===== src/rtl/pc_seq.sv =====
// pc_seq: program counter for the lab CPU.
// It supports sequential advance, absolute jumps, and conditional PC-relative
// branches. CALL and RET go through an internal return-address stack. The
// reset vector can be configured.
// Optional feature: define PC_TRACE_EN to add last_src_pc, which holds the PC
// the most recent taken transfer left from (used for branch-trace debug).
module pc_seq #(
    parameter int AWIDTH = 16,
    parameter int OFFW = 8,
    parameter int STACK_DEPTH = 4,
    parameter logic [AWIDTH-1:0] RESET_ADDR = '0
) (
    input  logic              clk,
    input  logic              rst_n,
    input  logic              en_in,
    input  logic [2:0]        pc_op,
    input  logic [AWIDTH-1:0] target_addr,
    input  logic [OFFW-1:0]   rel_offset,
    input  logic              cond_in,
    output logic [AWIDTH-1:0] pc_out,
    output logic              pc_jump,
    output logic              stack_full,
    output logic              stack_empty,
    output logic              stack_err
`ifdef PC_TRACE_EN
    ,
    output logic [AWIDTH-1:0] last_src_pc
`endif
);

    // Pointer spans 0..STACK_DEPTH inclusive, so it needs one value more than the entry count
    localparam int PW = $clog2(STACK_DEPTH + 1);

    typedef enum logic [2:0] {
        OP_HOLD = 3'b000,
        OP_INC  = 3'b001,
        OP_JMP  = 3'b010,
        OP_BR   = 3'b011,
        OP_CALL = 3'b100,
        OP_RET  = 3'b101
    } op_t;

    op_t               op;
    logic [PW-1:0]     ptr;
    logic [AWIDTH-1:0] stack_mem [2**PW];
    logic [AWIDTH-1:0] pc_plus_one;
    logic [AWIDTH-1:0] offset_ext;
    logic [AWIDTH-1:0] pop_value;
    logic [AWIDTH-1:0] pc_next;
    logic              taken;
    logic              hold_jump;
    logic              push;
    logic              pop;
    logic              err_set;

    assign op          = op_t'(pc_op);
    assign pc_plus_one = pc_out + AWIDTH'(1);
    assign offset_ext  = AWIDTH'($signed(rel_offset));
    assign pop_value   = stack_mem[ptr - PW'(1)];
    assign stack_full  = (ptr == PW'(STACK_DEPTH));
    assign stack_empty = (ptr == '0);

    // Decode the operation into the next PC, the jump flag, stack motion and error
    always_comb begin
        pc_next   = pc_out;
        taken     = 1'b0;
        hold_jump = 1'b0;
        push      = 1'b0;
        pop       = 1'b0;
        err_set   = 1'b0;
        case (op)
            OP_HOLD: ;
            OP_INC:  pc_next = pc_plus_one;
            OP_JMP: begin
                pc_next = target_addr;
                taken   = 1'b1;
            end
            OP_BR: begin
                if (cond_in) begin
                    pc_next = pc_out + offset_ext;
                    taken   = 1'b1;
                end else begin
                    pc_next = pc_plus_one;
                end
            end
            OP_CALL: begin
                if (!stack_full) begin
                    pc_next = target_addr;
                    taken   = 1'b1;
                    push    = 1'b1;
                end else begin
                    err_set = 1'b1;
                end
            end
            OP_RET: begin
                if (!stack_empty) begin
                    pc_next = pop_value;
                    taken   = 1'b1;
                    pop     = 1'b1;
                end else begin
                    err_set = 1'b1;
                end
            end
            default: hold_jump = 1'b1;
        endcase
    end

    // Register the PC, jump flag, stack pointer and sticky error on enabled cycles
    always_ff @(posedge clk or negedge rst_n) begin
        if (!rst_n) begin
            pc_out    <= RESET_ADDR;
            pc_jump   <= 1'b0;
            stack_err <= 1'b0;
            ptr       <= '0;
        end else if (en_in) begin
            pc_out  <= pc_next;
            pc_jump <= hold_jump ? pc_jump : taken;
            if (err_set) begin
                stack_err <= 1'b1;
            end
            if (push) begin
                ptr <= ptr + PW'(1);
            end else if (pop) begin
                ptr <= ptr - PW'(1);
            end
        end
    end

    // Write the return address into the stack storage; contents need no reset
    always_ff @(posedge clk) begin
        if (en_in && push) begin
            stack_mem[ptr] <= pc_plus_one;
        end
    end

`ifdef PC_TRACE_EN
    // Remember where the most recent taken transfer came from
    always_ff @(posedge clk or negedge rst_n) begin
        if (!rst_n) begin
            last_src_pc <= RESET_ADDR;
        end else if (en_in && taken) begin
            last_src_pc <= pc_out;
        end
    end
`endif

endmodule


===== config.mk =====
export PLATFORM = sky130hd
export DESIGN_NAME = pc_seq
export DESIGN_NICKNAME = d
export VERILOG_FILES = /design/src/rtl/pc_seq.sv
export SDC_FILE = /design/constraint.sdc
export NUM_CORES = 1
export LEC_CHECK = 0
export ABC_AREA = 0
export CAP_MARGIN = 20
export CELL_PAD_IN_SITES_DETAIL_PLACEMENT = 1
export CELL_PAD_IN_SITES_GLOBAL_PLACEMENT = 1
export CORE_MARGIN = 5
export CORE_UTILIZATION = 54
export CTS_CLUSTER_DIAMETER = 200
export DETAILED_ROUTE_END_ITERATION = 10
export GPL_ROUTABILITY_DRIVEN = 1
export PLACE_DENSITY = 0.91
export SETUP_SLACK_MARGIN = 0.2
export SLEW_MARGIN = 10
export SYNTH_ARGS = -nofsm -noshare
export SYNTH_HDL_FRONTEND = slang
export SYNTH_SLANG_ARGS = --single-unit

===== constraint.sdc =====
create_clock -name clk -period 6.81 [get_ports clk]
set_clock_uncertainty 0.1 [all_clocks]
set_input_delay 1.362 -clock clk [delete_from_list [all_inputs] [get_ports clk]]
set_output_delay 1.362 -clock clk [all_outputs]
set_load 0.05 [all_outputs]

==> impl_results.md, run 1 <==
* Status: complete, no violations
* Routed Antenna Nets at 0
* Post-synth net total at approximately 580
* Width of the die at 129 µm
* 1st-iter DRT viols at 568
* Final wirelength at 20600 µm
* Row count at 43
* Clock Power Share at 24.9%
* Total power at approximately 3.8 mW
* Synthesis-to-layout area growth at 15.7%
* Worst Path Required at 6.83 ns
* Longest Clk Path Bufs at 2
* CTS tree: built
* Setup ws final at roughly 2.3 ns
* Fin Setup TNS at 0 ns
* Cells resized by post-CTS repair at 0
* Total Die Area at 0.0166 mm²
* Share of cells above drive strength 1 at about an eighth
* Yosys reg bits at 149
* Initial Util at 55.0%
* Setup Buffers After CTS at 0
* Placement Setup Slack at 2.10 ns
* CP Max Fanout at 15
* Final Slew Violations at 0
* Worst Path Arrival at 4.49 ns
* Synth unique cells at 76
* CTS root buffer: clkbuf_16
* Reg clk slew, reported paths at 0.07 ns
* Fmax at 0.223 GHz
* Final nets at 637
* RSZ-0062 raised after global routing: no
* Multi-input gate area at around 0.0030 mm²
* Total number of vias at 5122
* Initial antenna violation count at 0
* Drt drc at 0
* Worst relative slew slack at between 20 and 30%
* H-tree depth at 4
* Io pins at 51
* Worst-Margin Slew at 1.08 ns
* Drt first pass iters at 5
* Power share of the combinational group at 40.1%
* Tmin final at 4.48 ns
* Syn_area_per_cell at 14.5 µm²
* Total track usage at 26.0%
* RD Place Congestion at 0.910
* Hold Buf Count CTS at 0
* Routed WL per cell at ~27 µm
* Commonest non-fill, non-tap cell in the layout: edfxtp_1
* Startpoint types: input port
* Post-route insts no fill at 779
* Critical path endpoint category: register
* Switching Fraction at 38.5%
* Max_cap viols at 0
* Ys async rst share at 14.1%
* Share of the synthesized area in the top cell type at 50.4%
* Most frequent cells in the layout: edfxtp_1 (128), clkdlybuf4s50_1 (50), nand2_1 (29)
* First-pass GRT wire length at 31800 µm
* Mapped cell area at 0.00763 mm²
* Num CTS Buffers at 17
* Yosys Warn Count at 0
* Internal power at approximately 2.4 mW
* Vias in the first global route at ~5300
* Via density per instance at 6.58
* Dominant synthesized flop cell: edfxtp_1
* Hpwl dp at 14400 µm
* Hold Violations, Final at 0
* Worst Hold Class: reg -> reg
* Final Cycle Share at 65.8%
* Setup CP Type: in -> reg
* Pleak at 3.10 nW
* Largest net degree at the start of global routing at 37
* Register area share after synthesis at 57.2%
* PwrDens at 436 mW/mm²
* Grt ovf at 0
* Worst skew pair latency at between 0.4 and 0.5 ns
* Worst vdd ir at 0.218 mV
* Cell taking the most area after synthesis: edfxtp_1
* Top post-synthesis cells by area: edfxtp_1 (50%), mux4_1 (8.3%), dfrtp_1 (6.9%)
* Port bufs at 50
* Final setup vio count at 0
* Psw at 1.48 mW
* EDFF count, synth at 128
* FILL cells at 1300
* Sequential cell area at 0.00437 mm²
* Dpl cells at 746
* Sequential power share at 35.0%
* Core area at 0.0139 mm²
* Clock sink count at 149
* DIE HEIGHT at 129 µm
* N_diodes at 0
* Post-Syn Instances at 528
[stage by stage]
step	util (%)	hold slack, ns	area (µm²)
finish	63.6	0.384	8830
global route	63.6	0.407	8830
CTS	63.5	0.388	8820
detailed placement	59.1	0.373	8210
global placement	59.1	0.360	8210
floorplan	-	0.530	7630
[state kept, by name, summed over array words and instances, names as in the netlist]
register / cells
stack_mem: 128
pc_jump: 1
pc_out: 16
stack_err: 1
ptr: 3
[worst max-delay path, cell delays in order]
cell,delay [ns]
clkdlybuf4s50_1,0.86
nand2b_1,0.18
nor3_1,0.66
nand3_1,0.33
nor2_1,0.78
buf_4,0.31
[cells in the mapped netlist, types with 4 or more instances]
library cell and instances:
nand2_1 29, o22ai_1 7, xnor2_1 17, nor3_1 9, a211oi_1 5, nor2b_1 6
and3_1 5, a22o_1 4, a21oi_1 28, o21ai_0 23, mux2i_1 9, a221oi_1 7
nor2_1 27, o211ai_1 4, ha_1 19, clkbuf_8 6, a22oi_1 5, mux4_2 8
dfrtp_1 21, xor2_1 12, a31oi_1 7, nand4_1 5, edfxtp_1 128, nand2b_1 4
buf_6 4, inv_1 16, mux4_1 24, o31ai_1 4, nand3_1 12
[logic make-up (layout without fill, tap and decap cells)]
logic type | after synthesis | count (layout) | share of synthesized area [%]
buf+inv | 40 | 111 | 4.00
xor+xnor | 30 | 30 | 3.69
fa+ha+maj | 20 | 20 | 3.38
mux | 42 | 42 | 11.9
flops | 149 | 149 | 57.2
compound gates | 129 | 129 | 11.6
simple gates | 118 | 118 | 8.16
[layout make-up]
type,instances,area share [%]
clock buffers,18,4.86
repair buffers,61,6.69
inverters,18,0.765
flip-flops and latches,149,49.5
multi-input cells,339,33.6
clock inverters,14,2.03
well taps,180,2.55
[power by group through the flow]
stage	clock [mW]	sequential [mW]	combinational, mW
floorplan	0	1.41	1.04
detailed placement	0	1.36	1.51
finish	0.957	1.35	1.54
CTS	0.968	1.35	1.53
global route	1.02	1.36	1.63
global placement	0	1.35	1.43
[final timing paths]
check / startpoint / end / slack [ns] / cells after the start
max: pc_op[2] / stack_mem[5][14]$_DFFE_PP_ / 2.33 / 6
min: stack_err$_DFFE_PN0P_ / stack_err$_DFFE_PN0P_ / 0.38 / 1
max reg2reg: ptr[0]$_DFFE_PN0P_ / stack_mem[5][14]$_DFFE_PP_ / 2.48 / 7
min reg2reg: stack_err$_DFFE_PN0P_ / stack_err$_DFFE_PN0P_ / 0.38 / 1
max in group asynchronous: rst_n / pc_out[13]$_DFFE_PN0P_ / 4.99 / 2
min in group asynchronous: rst_n / stack_err$_DFFE_PN0P_ / 1.14 / 1
[routing by layer]
layer,vias up,wire [µm],GRT usage [%]
met4,0,601,10.9
met3,45,1240,5.06
met5,-,0,0
met2,241,10400,43.0
li1,2230,-,-
met1,2606,8410,33.7
No activity file was read; power rests on OpenSTA's default activity.
==> inputs of run 2 (changes only) <==
--- a/config.mk
+++ b/config.mk
@@ -10,11 +10,11 @@
 export CELL_PAD_IN_SITES_DETAIL_PLACEMENT = 1
 export CELL_PAD_IN_SITES_GLOBAL_PLACEMENT = 1
 export CORE_MARGIN = 5
-export CORE_UTILIZATION = 54
+export CORE_UTILIZATION = 50
 export CTS_CLUSTER_DIAMETER = 200
 export DETAILED_ROUTE_END_ITERATION = 10
 export GPL_ROUTABILITY_DRIVEN = 1
-export PLACE_DENSITY = 0.91
+export PLACE_DENSITY = 0.85
 export SETUP_SLACK_MARGIN = 0.2
 export SLEW_MARGIN = 10
 export SYNTH_ARGS = -nofsm -noshare
==> constraint.sdc (replaced) <==
create_clock -name clk -period 4.3 [get_ports clk]
set_clock_uncertainty 0.1 [all_clocks]
set_input_delay 0.86 -clock clk [delete_from_list [all_inputs] [get_ports clk]]
set_output_delay 0.86 -clock clk [all_outputs]
set_load 0.05 [all_outputs]
==> run 2 against run 1 <==
Effect of this change:
- largest power group unchanged
- worst setup slack lost 1.3 ns
- sequential power grew 53%
- via count grew 0.98%
==> impl_results.md, run 2 (synthesized netlist as in run 1, its figures left out) <==
* Status: complete, no violations (unchanged)
* Worst Path Required at 4.30 ns (was 6.83 ns)
* Worst Hold Class: reg -> reg (unchanged)
* Hold Path Origin: stack_err$_DFFE_PN0P_ (unchanged)
* Worst skew pair latency at 0.43 ns (was 0.42 ns)
* Min-Delay Endpoint: stack_err$_DFFE_PN0P_ (unchanged)
* Longest Clk Path Bufs at 2 (unchanged)
* Final core occ at 58.9% (was 63.6%)
* Final nets at 644 (was 637)
* Total Die Area at 0.0178 mm² (was 0.0166 mm²)
* Routed WL per cell at 26.5 µm (about the same)
* Max_cap viols at 0 (unchanged)
* Final Slew Violations at 0 (unchanged)
* Tmin final at 3.29 ns
* FILL cells at 1429 (was 1300)
* Reg clk slew, reported paths at 0.06 ns (was 0.07 ns)
* Psw at 2.31 mW (was 1.48 mW)
* PwrDens at 688 mW/mm² (was 436 mW/mm²)
* Synthesis-to-layout area growth at 16.4% (was 15.7%)
* Worst-Margin Slew at 0.967 ns (was 1.08 ns)
* CP Max Fanout at 16 (was 15)
* Hold Buf Count CTS at 0 (unchanged)
* Sequential power share at 33.7% (was 35.0%)
* CTS root buffer: clkbuf_16 (unchanged)
* Number of flip-flops under the largest register name at 128 (unchanged)
* CTS tree: built (unchanged)
* Total number of vias at 5172 (was 5122)
* 1st-iter DRT viols at 519 (was 568)
* Drt first pass iters at 5 (unchanged)
* Register name with the most flops: stack_mem (unchanged)
* Switching Fraction at 37.7% (was 38.5%)
* Core area at 0.0151 mm² (was 0.0139 mm²)
* Hold Violations, Final at 0 (unchanged)
* Commonest non-fill, non-tap cell in the layout: edfxtp_1 (unchanged)
* Final wirelength at 21000 µm (was 20600 µm)
* Pleak at 3.14 nW (was 3.10 nW)
* DIE HEIGHT at 134 µm (was 129 µm)
* Setup CP Type: in -> reg (unchanged)
* Clock sink count at 149 (unchanged)
* Clock Power Share at 25.0% (was 24.9%)
* Routed Antenna Nets at 0 (unchanged)
* Fin Setup TNS at 0 ns (unchanged)
* Num CTS Buffers at 17 (unchanged)
* Initial antenna violation count at 0 (unchanged)
* Power share of the combinational group at 41.4% (was 40.1%)
* Grt ovf at 0 (unchanged)
* RD Place Congestion at 0.936 (was 0.910)
* Final setup vio count at 0 (unchanged)
* H-tree depth at 4 (unchanged)
* Worst hold stages at 1 (unchanged)
* FF-to-FF path depth at 7 (unchanged)
* RR Startpoint: pc_out[6]$_DFFE_PN0P_ (was ptr[0]$_DFFE_PN0P_)
* Largest regs: stack_mem (128), pc_out (16), ptr (3) (unchanged)
* Worst vdd ir at 0.303 mV (was 0.218 mV)
* Via density per instance at 6.51 (was 6.58)
* Hpwl dp at 14600 µm (was 14400 µm)
* RR Endpoint: pc_out[9]$_DFFE_PN0P_ (was stack_mem[5][14]$_DFFE_PP_)
* Share of cells above drive strength 1 at 13.2% (was 12.9%)
* RSZ-0062 raised after global routing: no (unchanged)
* Setup Buffers After CTS at 0 (unchanged)
* Final Cycle Share at between 70% and 80%
* R2r setup slk at 1.40 ns (was 2.48 ns)
* Row count at 45 (was 43)
* N_diodes at 0 (unchanged)
* Cells resized by post-CTS repair at 0 (unchanged)
* Worst relative slew slack at 35.1% (was 27.3%)
* Width of the die at 134 µm (was 129 µm)
* Io pins at 51 (unchanged)
* Critical path endpoint category: register (unchanged)
* Drt drc at 0 (unchanged)
* Worst Path Arrival at 3.29 ns (was 4.49 ns)
* Vias in the first global route at 5454 (was 5333)
* Fmax at 0.304 GHz
* Port bufs at 50 (unchanged)
* First-pass GRT wire length at 32500 µm (was 31800 µm)
* Total track usage at 24.4% (was 26.0%)
* Most frequent cells in the layout: edfxtp_1 (128), clkdlybuf4s50_1 (50), nand2_1 (29) (unchanged)
* Initial Util at 50.6% (was 55.0%)
* Largest net degree at the start of global routing at 36 (was 37)
* Internal power at 3.81 mW (was 2.37 mW)
* Startpoint types: input port (unchanged)
[run 2: changes by cell type in the layout (fill, tap and decap cells not counted)]
cell	previous run	this run
clkbuf_1	1	4
clkinvlp_4	4	2
clkinv_1	2	3
clkinv_2	0	3
clkinv_4	4	0
buf_4	10	17
inv_6	1	0
bufinv_16	3	4
inv_8	1	0
[run 2: worst max path at each step]
stage / startpoint / to / depth (start not counted)
floorplan: ptr[0]$_DFFE_PN0P_ / stack_mem[0][0]$_DFFE_PP_ / 9
global placement: pc_op[2] / pc_out[2]$_DFFE_PN0P_ / 6
detailed placement: pc_op[2] / stack_mem[1][13]$_DFFE_PP_ / 6
CTS: ptr[1]$_DFFE_PN0P_ / stack_full / 4
global route: pc_op[2] / stack_mem[1][5]$_DFFE_PP_ / 6
finish: pc_op[2] / stack_mem[1][15]$_DFFE_PP_ / 6
[run 2: metrics by stage]
| step | instances | setup WS, ns | hold WS [ns] | total power, mW | instance area, µm² |
|---|---|---|---|---|---|
| after floorplan | 528 | 0.750 | 0.464 | 3.88 | 7630 |
| after global placement | 761 | 0.912 | 0.362 | 4.41 | 8270 |
| after detailed placement | 761 | 0.617 | 0.382 | 4.55 | 8270 |
| after CTS | 793 | 1.01 | 0.395 | 6.11 | 8870 |
| after global routing | 794 | 0.833 | 0.432 | 6.38 | 8880 |
| final | 794 | 1.01 | 0.397 | 6.11 | 8880 |
[run 2: metal layers]
layer | wire [µm] | up-vias | part of all wire (%) | global-route usage (%)
met3 | 1000 | 46 | 4.8 | 4.00
met5 | 0 | - | 0 | 0
li1 | - | 2254 | - | -
met4 | 557 | 0 | 2.6 | 9.37
met1 | 8650 | 2676 | 41 | 30.4
met2 | 10800 | 196 | 51 | 42.7
[run 2: power by group through the flow]
stage	clock network (mW)	registers (mW)	logic [mW]
2_1_floorplan	0	2.23	1.65
3_3_place_gp	0	2.06	2.35
3_5_place_dp	0	2.08	2.48
4_1_cts	1.54	2.05	2.51
5_1_grt	1.62	2.07	2.69
6_report	1.52	2.06	2.53
[run 2: layout make-up]
cell class | instances | area, µm² | area share, %
Clock inverter | 11 | 158 | 1.77
Inverter | 18 | 67.6 | 0.761
Multi-Input combinational cell | 339 | 2970 | 33.4
Tap cell | 188 | 235 | 2.65
Clock buffer | 21 | 440 | 4.96
Timing Repair Buffer | 68 | 643 | 7.24
Sequential cell | 149 | 4370 | 49.2
[run 2: worst max-delay path, stage by stage]
cell             delay [ns]
clkdlybuf4s50_1        0.88
nand2b_1               0.15
nor3_1                 0.54
nand3_1                0.32
nor3_2                 0.21
buf_4                  0.31
